==> src/rtl/exp_arb_pkg.sv <==
// Shared types and widths for the exponent-unit arbiter.
package exp_arb_pkg;
  localparam int OPW  = 8;
  localparam int RESW = 16;
  localparam int CNTW = 16;

  typedef enum logic [2:0] {IDLE, ISSUE, WAIT, RECOVER, RESP} state_t;

  // Watchdog count must stick at all-ones rather than wrap.
  function automatic logic [CNTW-1:0] sat_inc(input logic [CNTW-1:0] v);
    return (v == {CNTW{1'b1}}) ? v : v + CNTW'(1);
  endfunction
endpackage

==> src/rtl/rr_pick.sv <==
// Combinational round-robin selector: first set request after ptr, wrapping.
module rr_pick #(
  parameter int NUM_REQ = 2,
  parameter int IDW     = $clog2(NUM_REQ)
) (
  input  logic [NUM_REQ-1:0] req,
  input  logic [IDW-1:0]     ptr,
  output logic [IDW-1:0]     id,
  output logic               valid
);
  int             idx;
  logic [IDW-1:0] sel;

  always_comb begin
    valid = 1'b0;
    id    = '0;
    idx   = 0;
    sel   = '0;
    for (int i = 1; i <= NUM_REQ; i++) begin
      idx = int'(ptr) + i;
      if (idx >= NUM_REQ) idx = idx - NUM_REQ;
      sel = IDW'(idx);
      if (!valid && req[sel]) begin
        valid = 1'b1;
        id    = sel;
      end
    end
  end
endmodule

==> src/rtl/exp_share_arbiter.sv <==
// Round-robin share of one a^n unit between NUM_REQ requesters, with watchdog.
// Optional macro EXP_ARB_CYCLE_CNT_EN adds cycles_o (WAIT-cycle count of acked job).
//
// state   | meaning
// IDLE    | waiting for any request, grant picked here
// ISSUE   | go pulse to the unit, watchdog cleared
// WAIT    | waiting for a rising edge of done_i or watchdog expiry
// RECOVER | reset pulse to a hung unit
// RESP    | one-cycle ack (with err on abort) to the granted requester
module exp_share_arbiter
  import exp_arb_pkg::*;
#(
  parameter int NUM_REQ = 2,
  parameter int TIMEOUT = 1023
) (
  input  logic                   clk,
  input  logic                   rst,
  input  logic [NUM_REQ-1:0]     req_i,
  input  logic [OPW*NUM_REQ-1:0] n_req_i,
  input  logic [OPW*NUM_REQ-1:0] a_req_i,
  output logic [NUM_REQ-1:0]     ack_o,
  output logic [RESW-1:0]        result_o,
  output logic                   err_o,
  output logic                   busy_o,
  output logic                   go_o,
  output logic [OPW-1:0]         n_o,
  output logic [OPW-1:0]         a_o,
  output logic                   unit_rst_o,
`ifdef EXP_ARB_CYCLE_CNT_EN
  output logic [CNTW-1:0]        cycles_o,
`endif
  input  logic                   done_i,
  input  logic [RESW-1:0]        result_i
);
  localparam int IDW = $clog2(NUM_REQ);

  state_t          r_state, w_state_nx;
  logic [IDW-1:0]  r_ptr, w_ptr_nx;
  logic [IDW-1:0]  r_id, w_id_nx;
  logic            r_err, w_err_nx;
  logic [CNTW-1:0] r_cnt, w_cnt_nx, w_cnt_inc;
  logic            r_done_q;

  logic [NUM_REQ-1:0] w_ack_nx;
  logic [RESW-1:0]    w_result_nx;
  logic [OPW-1:0]     w_n_nx, w_a_nx;
  logic               w_err_o_nx, w_go_nx, w_busy_nx, w_unit_rst_nx;
  logic [IDW-1:0]     w_gnt_id;
  logic               w_gnt_valid;
  logic               w_done_rise;
`ifdef EXP_ARB_CYCLE_CNT_EN
  logic [CNTW-1:0]    w_cycles_nx;
`endif

  rr_pick #(.NUM_REQ(NUM_REQ), .IDW(IDW)) u_rr_pick (
    .req   (req_i),
    .ptr   (r_ptr),
    .id    (w_gnt_id),
    .valid (w_gnt_valid)
  );

  assign w_done_rise = done_i && !r_done_q;
  assign w_cnt_inc   = sat_inc(r_cnt);

  always_comb begin
    w_state_nx  = r_state;
    w_ptr_nx    = r_ptr;
    w_id_nx     = r_id;
    w_err_nx    = r_err;
    w_cnt_nx    = r_cnt;
    w_n_nx      = n_o;
    w_a_nx      = a_o;
    w_result_nx = result_o;
`ifdef EXP_ARB_CYCLE_CNT_EN
    w_cycles_nx = cycles_o;
`endif
    case (r_state)
      IDLE: begin
        if (w_gnt_valid) begin
          w_state_nx = ISSUE;
          w_id_nx    = w_gnt_id;
          w_ptr_nx   = w_gnt_id;
          for (int k = 0; k < NUM_REQ; k++) begin
            if (w_gnt_id == IDW'(k)) begin
              w_n_nx = n_req_i[k*OPW +: OPW];
              w_a_nx = a_req_i[k*OPW +: OPW];
            end
          end
        end
      end
      ISSUE: begin
        w_cnt_nx   = '0;
        w_state_nx = WAIT;
      end
      WAIT: begin
        if (w_done_rise) begin
          w_result_nx = result_i;
          w_state_nx  = RESP;
`ifdef EXP_ARB_CYCLE_CNT_EN
          w_cycles_nx = w_cnt_inc;
`endif
        end else begin
          w_cnt_nx = w_cnt_inc;
          if (w_cnt_inc == CNTW'(TIMEOUT)) begin
            w_result_nx = '0;
            w_err_nx    = 1'b1;
            w_state_nx  = RECOVER;
          end
        end
      end
      RECOVER: begin
        w_state_nx = RESP;
`ifdef EXP_ARB_CYCLE_CNT_EN
        w_cycles_nx = r_cnt;
`endif
      end
      RESP: begin
        w_err_nx   = 1'b0;
        w_state_nx = IDLE;
      end
      default: w_state_nx = IDLE;
    endcase

    // Outputs are registered, so they are derived from the state being entered.
    w_go_nx       = (w_state_nx == ISSUE);
    w_busy_nx     = (w_state_nx != IDLE);
    w_unit_rst_nx = (w_state_nx == RECOVER);
    w_err_o_nx    = (w_state_nx == RESP) ? w_err_nx : 1'b0;
    w_ack_nx      = '0;
    if (w_state_nx == RESP) w_ack_nx[w_id_nx] = 1'b1;
  end

  always_ff @(posedge clk or posedge rst) begin
    if (rst) begin
      r_state    <= IDLE;
      r_ptr      <= IDW'(NUM_REQ - 1);
      r_id       <= '0;
      r_err      <= 1'b0;
      r_cnt      <= '0;
      r_done_q   <= 1'b0;
      ack_o      <= '0;
      result_o   <= '0;
      err_o      <= 1'b0;
      busy_o     <= 1'b0;
      go_o       <= 1'b0;
      n_o        <= '0;
      a_o        <= '0;
      unit_rst_o <= 1'b0;
    end else begin
      r_state    <= w_state_nx;
      r_ptr      <= w_ptr_nx;
      r_id       <= w_id_nx;
      r_err      <= w_err_nx;
      r_cnt      <= w_cnt_nx;
      r_done_q   <= done_i;
      ack_o      <= w_ack_nx;
      result_o   <= w_result_nx;
      err_o      <= w_err_o_nx;
      busy_o     <= w_busy_nx;
      go_o       <= w_go_nx;
      n_o        <= w_n_nx;
      a_o        <= w_a_nx;
      unit_rst_o <= w_unit_rst_nx;
    end
  end

`ifdef EXP_ARB_CYCLE_CNT_EN
  always_ff @(posedge clk or posedge rst) begin
    if (rst) cycles_o <= '0;
    else     cycles_o <= w_cycles_nx;
  end
`endif
endmodule
==> config.mk <==
export PLATFORM = sky130hd
export DESIGN_NAME = exp_share_arbiter
export DESIGN_NICKNAME = d
export VERILOG_FILES = /design/src/rtl/exp_arb_pkg.sv /design/src/rtl/rr_pick.sv /design/src/rtl/exp_share_arbiter.sv
export SDC_FILE = /design/constraint.sdc
export NUM_CORES = 1
export LEC_CHECK = 0
export ABC_CLOCK_PERIOD_IN_PS = 3100
export CAP_MARGIN = 15
export CORE_MARGIN = 3
export CORE_UTILIZATION = 55
export DETAILED_ROUTE_END_ITERATION = 10
export DONT_BUFFER_PORTS = 1
export MAX_ROUTING_LAYER = met4
export PLACE_DENSITY = 0.82
export SLEW_MARGIN = 20
export SYNTH_ARGS = -nofsm -noshare
export SYNTH_HDL_FRONTEND = slang
export SYNTH_SLANG_ARGS = --single-unit
==> constraint.sdc <==
create_clock -name clk -period 3.1 [get_ports clk]
set_input_delay 0.93 -clock clk [delete_from_list [all_inputs] [get_ports clk]]
set_output_delay 0.93 -clock clk [all_outputs]
set_load 0.05 [all_outputs]
==> summary.md, run 1 <==
| Metric | Value |
|---|---|
| Initial DRC count | `approximately 140` |
| Hold buffers post-CTS | `0` |
| Max-slew violation count | `0` |
| Ys flop type | `dfrtp_1` |
| Fin crit share | `0.879` |
| Synth cell types | `46` |
| Post-CTS sizing | `0` |
| Initial antenna violation count | `0` |
| Commonest cells after routing, fill and taps aside | `nand2_1, dfrtp_1, o21ai_0, mux2i_1, a21oi_1` |
| Outcome | `completed` |
| Placed cell area | `~3000 µm²` |
| Post-route DRC | `0` |
| Post-Route WL | `~6700 µm` |
| Commonest non-fill, non-tap cell in the layout | `nand2_1` |
| Endpoint type of the worst setup path | `flop` |
| Die area | `about 6400 µm²` |
| Yosys top cell by area | `dfrtp_1` |
| Drt pass-1 iters | `4` |
| Finished Layout Cells | `between 300 and 400` |
| Pleak | `approximately 1.4 nW` |
| Setup WS post-layout | `around 0.38 ns` |
| Vias in the first global route | `between 2,000 and 2,500` |
| # setup viols final | `0` |
| CTS Sinks | `61` |
| Synth top area cells | `dfrtp_1, nand2_1, o21ai_0` |
| CP Max Fanout | `16` |
| Peak per-stage delay on the critical path | `around 0.56 ns` |
| Post-place setup slack | `between 0.3 and 0.4 ns` |
| DR WL/cell | `roughly 17 µm` |
| Final ANT Viol Nets | `0` |
| RSZ-0062 raised after global routing | `no` |
| Synthesized area | `roughly 3000 µm²` |
| MaxCap Viol Count | `0` |
| End-of-flow core utilization | `0.631` |
| H-tree depth | `3` |
| Root Driver | `clkbuf_8` |
| Total Power | `around 3.4 mW` |
| Die Wd | `80.0 µm` |
| Post-synth EDFFs | `0` |
| PwrDens | `roughly 1000 nW/µm²` |
| #FFs+latches synth | `roughly 60` |
| Setup Crit Path Kind | `reg2reg` |
| Final Skew | `about 0.0096 ns` |
| Synthesized Nets | `between 300 and 400` |
| TritonCTS clock tree | `built` |
| Hold Slack | `about 0.49 ns` |
| Worst-path clk slew | `around 0.07 ns` |
| Vias per cell | `about 6.0` |
| Min Tclk post-route | `around 2.7 ns` |
| IO Port Bufs | `0` |
| GRT overflow | `0` |
| Area Overhead vs Synth | `9.11%` |
| Final Hold Fails | `0` |
| CP max stage cell | `or4_4` |
| Fin area | `3280 µm²` |
| Arr. time, crit path | `~2.9 ns` |
| Fmax achieved | `~370 MHz` |
| Num CTS Buffers | `9` |
| # nets final | `369` |
| First-pass GRT wire length | `between 10,000 and 15,000 µm` |
| Placed cells | `between 300 and 400` |
| Synth top area share | `0.499` |
| Ys Warns | `0` |
| Clock buffer depth | `2` |
| Row count | `26` |
| Worst min path class | `reg2reg` |
| Setup crit start kind | `flop` |
| Slew headroom | `0.478` |
| Largest net degree at the start of global routing | `34` |
| Die height | `80.0 µm` |
| Setup TNS Final | `0 ns` |
| Mapped Avg Cell Area | `9.55 µm²` |
| DPL Wire Length | `~4800 µm` |
| I/O pin cnt | `91` |
| Via count | `approximately 2,300` |
| Routability cong. | `0.922` |
| Max IR drop VDD | `around 0.7 mV` |
| Placeable Area | `about 5200 µm²` |
| Starting Density | `0.578` |
| Seq/Total Area, Yosys | `0.508` |
| GRT Util Overall | `0.232` |
| Antenna Cells | `0` |
| Postcts setup bufs | `0` |
| Data required time of the worst path | `between 3 and 4 ns` |
| Layout cells sized above 1 | `0.156` |
| Slew @ Worst Pin | `~0.76 ns` |
| Worst skew pair latency | `around 0.35 ns` |
| Mapped Cells | `around 320` |
| Async SR Flop Fraction | `1.00` |
| Crit-path cells | `ha_1, inv_1, or4_4, a41oi_2, o211ai_2, nor4_4, buf_4, o21ai_0` |
synth_stat cells (all sizes together), types with 2 or more instances:
cell      n
a2111oi   2
a21oi    14
a22o      3
a31oi     3
and2      4
and3      4
buf       6
clkbuf   11
dfrtp    60
inv       8
mux2      3
mux2i    18
nand2    68
nand3     7
nand4     6
nor2     10
nor3      7
nor4      7
o211ai    2
o21ai    51
o31ai     2
or2       3
or3       2
xnor2     3
final cells by class:
class | instances | area [µm²]
clock inverter | 4 | 48.8
timing repair buffer | 6 | 57.6
tap | 70 | 87.6
inverter | 8 | 30.0
clock buffer | 12 | 145
multi-input combinational | 229 | 1390
sequential | 61 | 1530
fill | 426 | 1920
power by group:
part	internal (mW)	switching [mW]
Sequential	1.05	0.978
Combinational	0.259	0.442
Clock	0.392	0.306
critical path: cells and delay by family (launching register included):
| kind | cells | cell delay, ns |
|---|---|---|
| flip-flops | 1 | 0.45 |
| adder cells (fa/ha/maj) | 1 | 0.35 |
| AO/OA/AOI/OAI | 3 | 0.56 |
| AND/OR/NAND/NOR | 2 | 0.83 |
| buffers and inverters | 2 | 0.41 |
metal layers:
| metal | part of all wire | vias to the layer above | global-route usage |
|---|---|---|---|
| met2 | 0.49 | 97 | 0.356 |
| met4 | 0.023 | 0 | 0.117 |
| met1 | 0.41 | 1111 | 0.281 |
| met5 | 0 | - | - |
| met3 | 0.076 | 14 | 0.0655 |
| li1 | - | 1110 | - |
kinds of logic (layout without fill, tap and decap cells):
| logic type | after synthesis | count (layout) | share of synthesized area |
|---|---|---|---|
| buffers and inverters | 25 | 30 | 0.0345 |
| flip-flops | 61 | 61 | 0.508 |
| XOR/XNOR | 3 | 3 | 0.00874 |
| AO/OA/AOI/OAI | 82 | 82 | 0.171 |
| multiplexers | 21 | 21 | 0.0711 |
| AND/OR/NAND/NOR | 122 | 122 | 0.203 |
| adder cells (fa/ha/maj) | 1 | 1 | 0.00416 |
state kept, by name, indices dropped and copies added, names as in the netlist:
register and flops:
a_o 8, ack_o 2, busy_o 1, err_o 1, go_o 1, n_o 8
r_cnt 16, r_done_q 1, r_err 1, r_id 1, r_ptr 1, r_state 3
result_o 16, unit_rst_o 1
worst paths after layout:
kind                                 startpoint                        to  cells past startpoint  slack [ns]
max                        r_cnt[0]$_DFFE_PP0P_   result_o[9]$_DFFE_PP0P_                      8        0.38
min                             r_err$_DFF_PP0_           err_o$_DFF_PP0_                      1        0.49
max reg2reg                r_cnt[0]$_DFFE_PP0P_   result_o[9]$_DFFE_PP0P_                      8        0.38
min reg2reg                     r_err$_DFF_PP0_           err_o$_DFF_PP0_                      1        0.49
max in group asynchronous                   rst         r_ptr$_DFFE_PP1P_                      2        1.90
min in group asynchronous                   rst  result_o[12]$_DFFE_PP0P_                      1        0.54
(Power assumes the default switching activity.)
==> run 2: changes to the inputs <==
Settings changed: ABC_CLOCK_PERIOD_IN_PS 3100 to 3200, GPL_TIMING_DRIVEN set to 0.
Clock period 3.1 ns to 3.2 ns, I/O delays scaled along.
==> run 2 against run 1 <==
Effect of this change: first-iteration DRC count up 6.7%; largest cell class unchanged; die area stayed put; combinational power is 0.7% higher; critical path depth grew 1; power down 1.5%; non-clock buffer count grew 12; via count increased by 3.1%; cell area rose by 1.5%; setup slack got worse by 0.16 ns; hold slack worse by 0.11 ns; wire length is 0.15% lower.
==> summary.md, run 2 (same netlist as run 1, synthesis figures left out) <==
| Metric | Value |
|---|---|
| Slew headroom | `0.443 (was 0.478)` |
| Multi-input gate area | `1380 µm² (was 1390 µm²)` |
| Worst skew pair latency | `0.33 ns (was 0.35 ns)` |
| Setup crit start kind | `flop (unchanged)` |
| Pint | `1.71 mW (about the same)` |
| Setup Crit Path Kind | `reg2reg (unchanged)` |
| Area Overhead vs Synth | `10.7% (was 9.11%)` |
| Antenna Cells | `0 (unchanged)` |
| DR WL/cell | `16.7 µm (was 17.2 µm)` |
| Vias in the first global route | `2,315 (was 2,330)` |
| CTS Sinks | `61 (unchanged)` |
| Seq. cell area | `1530 µm² (unchanged)` |
| Post-route DRC | `0 (unchanged)` |
| Reg2Reg Setup Slack | `0.22 ns (was 0.38 ns)` |
| GRT Util Overall | `0.229 (was 0.232)` |
| I/O pin cnt | `91 (unchanged)` |
| Total Power | `3.38 mW (was 3.43 mW)` |
| Initial DRC count | `144 (was 135)` |
| Biggest regs | `r_cnt (16), result_o (16) (unchanged)` |
| Largest net degree at the start of global routing | `54 (was 34)` |
| PwrDens | `1010 nW/µm² (was 1050 nW/µm²)` |
| Fill cells | `415 (was 426)` |
| GRT overflow | `0 (unchanged)` |
| Final ANT Viol Nets | `0 (unchanged)` |
| Die Wd | `80.0 µm (unchanged)` |
| Final Skew | `0.0108 ns (was 0.00960 ns)` |
| Combinational fraction of design power | `0.209 (was 0.204)` |
| Commonest cells after routing, fill and taps aside | `nand2_1, dfrtp_1, o21ai_0, mux2i_1, a21oi_1 (unchanged)` |
| Fin crit share | `0.932 (was 0.879)` |
| Routability cong. | `0.918 (was 0.922)` |
| Post-Route WL | `6700 µm (was 6710 µm)` |
| Commonest non-fill, non-tap cell in the layout | `nand2_1 (unchanged)` |
| Initial antenna violation count | `0 (unchanged)` |
| Post-CTS sizing | `0 (unchanged)` |
| First-pass GRT wire length | `10,900 µm (was 11,000 µm)` |
| Slew @ Worst Pin | `0.814 ns (was 0.764 ns)` |
| Layout cells sized above 1 | `0.136 (was 0.156)` |
| # nets final | `381 (was 369)` |
| Row count | `26 (unchanged)` |
| Die area | `6390 µm² (unchanged)` |
| H-tree depth | `3 (unchanged)` |
| Num CTS Buffers | `9 (unchanged)` |
| CP max stage cell | `nor4_4 (was or4_4)` |
| Hold buffers post-CTS | `0 (unchanged)` |
| Clock buffer depth | `2 (unchanged)` |
| Pleak | `1.40 nW (was 1.38 nW)` |
| Via count | `2,404 (was 2,332)` |
| Root Driver | `clkbuf_8 (unchanged)` |
| Worst min path class | `in2async (was reg2reg)` |
| Min Tclk post-route | `2.98 ns (was 2.72 ns)` |
| Starting Density | `0.578 (unchanged)` |
| Max-slew violation count | `0 (unchanged)` |
| Endpoint type of the worst setup path | `flop (unchanged)` |
| Postcts setup bufs | `0 (unchanged)` |
| DPL Wire Length | `4920 µm (was 4840 µm)` |
| Peak per-stage delay on the critical path | `0.46 ns (was 0.56 ns)` |
| Vias per cell | `6.00 (was 5.98)` |
| Setup TNS Final | `0 ns (unchanged)` |
| CP Max Fanout | `10 (was 16)` |
| Data required time of the worst path | `3.42 ns (was 3.31 ns)` |
| TritonCTS clock tree | `built (unchanged)` |
| Max IR drop VDD | `0.562 mV (was 0.691 mV)` |
| Net Sw Power | `1.67 mW (was 1.73 mW)` |
| Die height | `80.0 µm (unchanged)` |
| Worst-path clk slew | `0.07 ns (about the same)` |
| Crit-path cells | `ha_1, clkbuf_1, nand3_1, or2_2, nor3_1, mux2_2, nor4_4, buf_6, o21ai_2 (was ha_1, inv_1, or4_4, a41oi_2, o211ai_2, nor4_4, buf_4, o21ai_0)` |
| Outcome | `completed (unchanged)` |
| Fmax achieved | `335 MHz (was 367 MHz)` |
| # setup viols final | `0 (unchanged)` |
| Arr. time, crit path | `3.20 ns (was 2.94 ns)` |
| Clock share of power | `0.213 (was 0.203)` |
| IO Port Bufs | `0 (unchanged)` |
| MaxCap Viol Count | `0 (unchanged)` |
| Net Sw Frac | `0.493 (was 0.503)` |
| Share of total power in sequential cells | `0.579 (was 0.592)` |
| Drt pass-1 iters | `4 (unchanged)` |
| Placeable Area | `5200 µm² (unchanged)` |
| Final Hold Fails | `0 (unchanged)` |
| RSZ-0062 raised after global routing | `no (unchanged)` |
[run 2: routing by layer]
metal  vias up  GRT usage  share of wire
li1       1134          -              -
met3        18     0.0711          0.076
met2        91      0.353           0.49
met5         -          -              0
met4         0      0.117          0.026
met1      1161      0.271           0.41
[run 2: layout make-up]
cell class                      instances  area share
Clock inverter                          4      0.0222
Multi-Input combinational cell        229       0.413
Buffer                                 17      0.0222
Inverter                                8     0.00977
Tap cell                               70      0.0263
Timing Repair Buffer                    1     0.00826
Sequential cell                        61       0.459
Clock buffer                           11      0.0394
[run 2: critical path: cells and delay by family, from the launching register on]
family | cells | cell delay (ns)
DFF | 1 | 0.45
muxes | 1 | 0.42
adders and majority gates | 1 | 0.18
and+or+nand+nor | 4 | 1.19
buffers and inverters | 2 | 0.55
AOI/OAI and AO/OA | 1 | 0.08
[run 2: final timing paths]
check                                      from                      end  cells past startpoint
max in group asynchronous                   rst        r_ptr$_DFFE_PP1P_                      2
hold reg to reg                 r_err$_DFF_PP0_          err_o$_DFF_PP0_                      1
min in group clk                r_err$_DFF_PP0_          err_o$_DFF_PP0_                      1
hold / removal                              rst       a_o[4]$_DFFE_PP0P_                      1
setup reg to reg           r_cnt[0]$_DFFE_PP0P_  result_o[5]$_DFFE_PP0P_                      9
setup / recovery           r_cnt[0]$_DFFE_PP0P_  result_o[5]$_DFFE_PP0P_                      9
[run 2: per-stage QoR]
stage | cells | cell area (µm²) | util | setup slack (ns) | hold WS (ns)
after floorplan | 315 | 3010 | - | 0.651 | 0.449
after global placement | 385 | 3100 | 0.595 | 0.141 | 0.472
after detailed placement | 386 | 3130 | 0.600 | 0.271 | 0.480
after CTS | 401 | 3330 | 0.640 | 0.257 | 0.369
after global routing | 401 | 3330 | 0.640 | 0.0387 | 0.367
final | 401 | 3330 | 0.640 | 0.217 | 0.384
[run 2: power groups by stage]
stage / Sequential [mW] / Combinational, mW / Clock, mW
finish: 1.95 / 0.706 / 0.719
floorplan: 1.91 / 0.552 / 0
detailed placement: 1.97 / 0.705 / 0
global placement: 1.96 / 0.663 / 0
CTS: 1.96 / 0.708 / 0.739
global route: 1.98 / 0.801 / 0.771
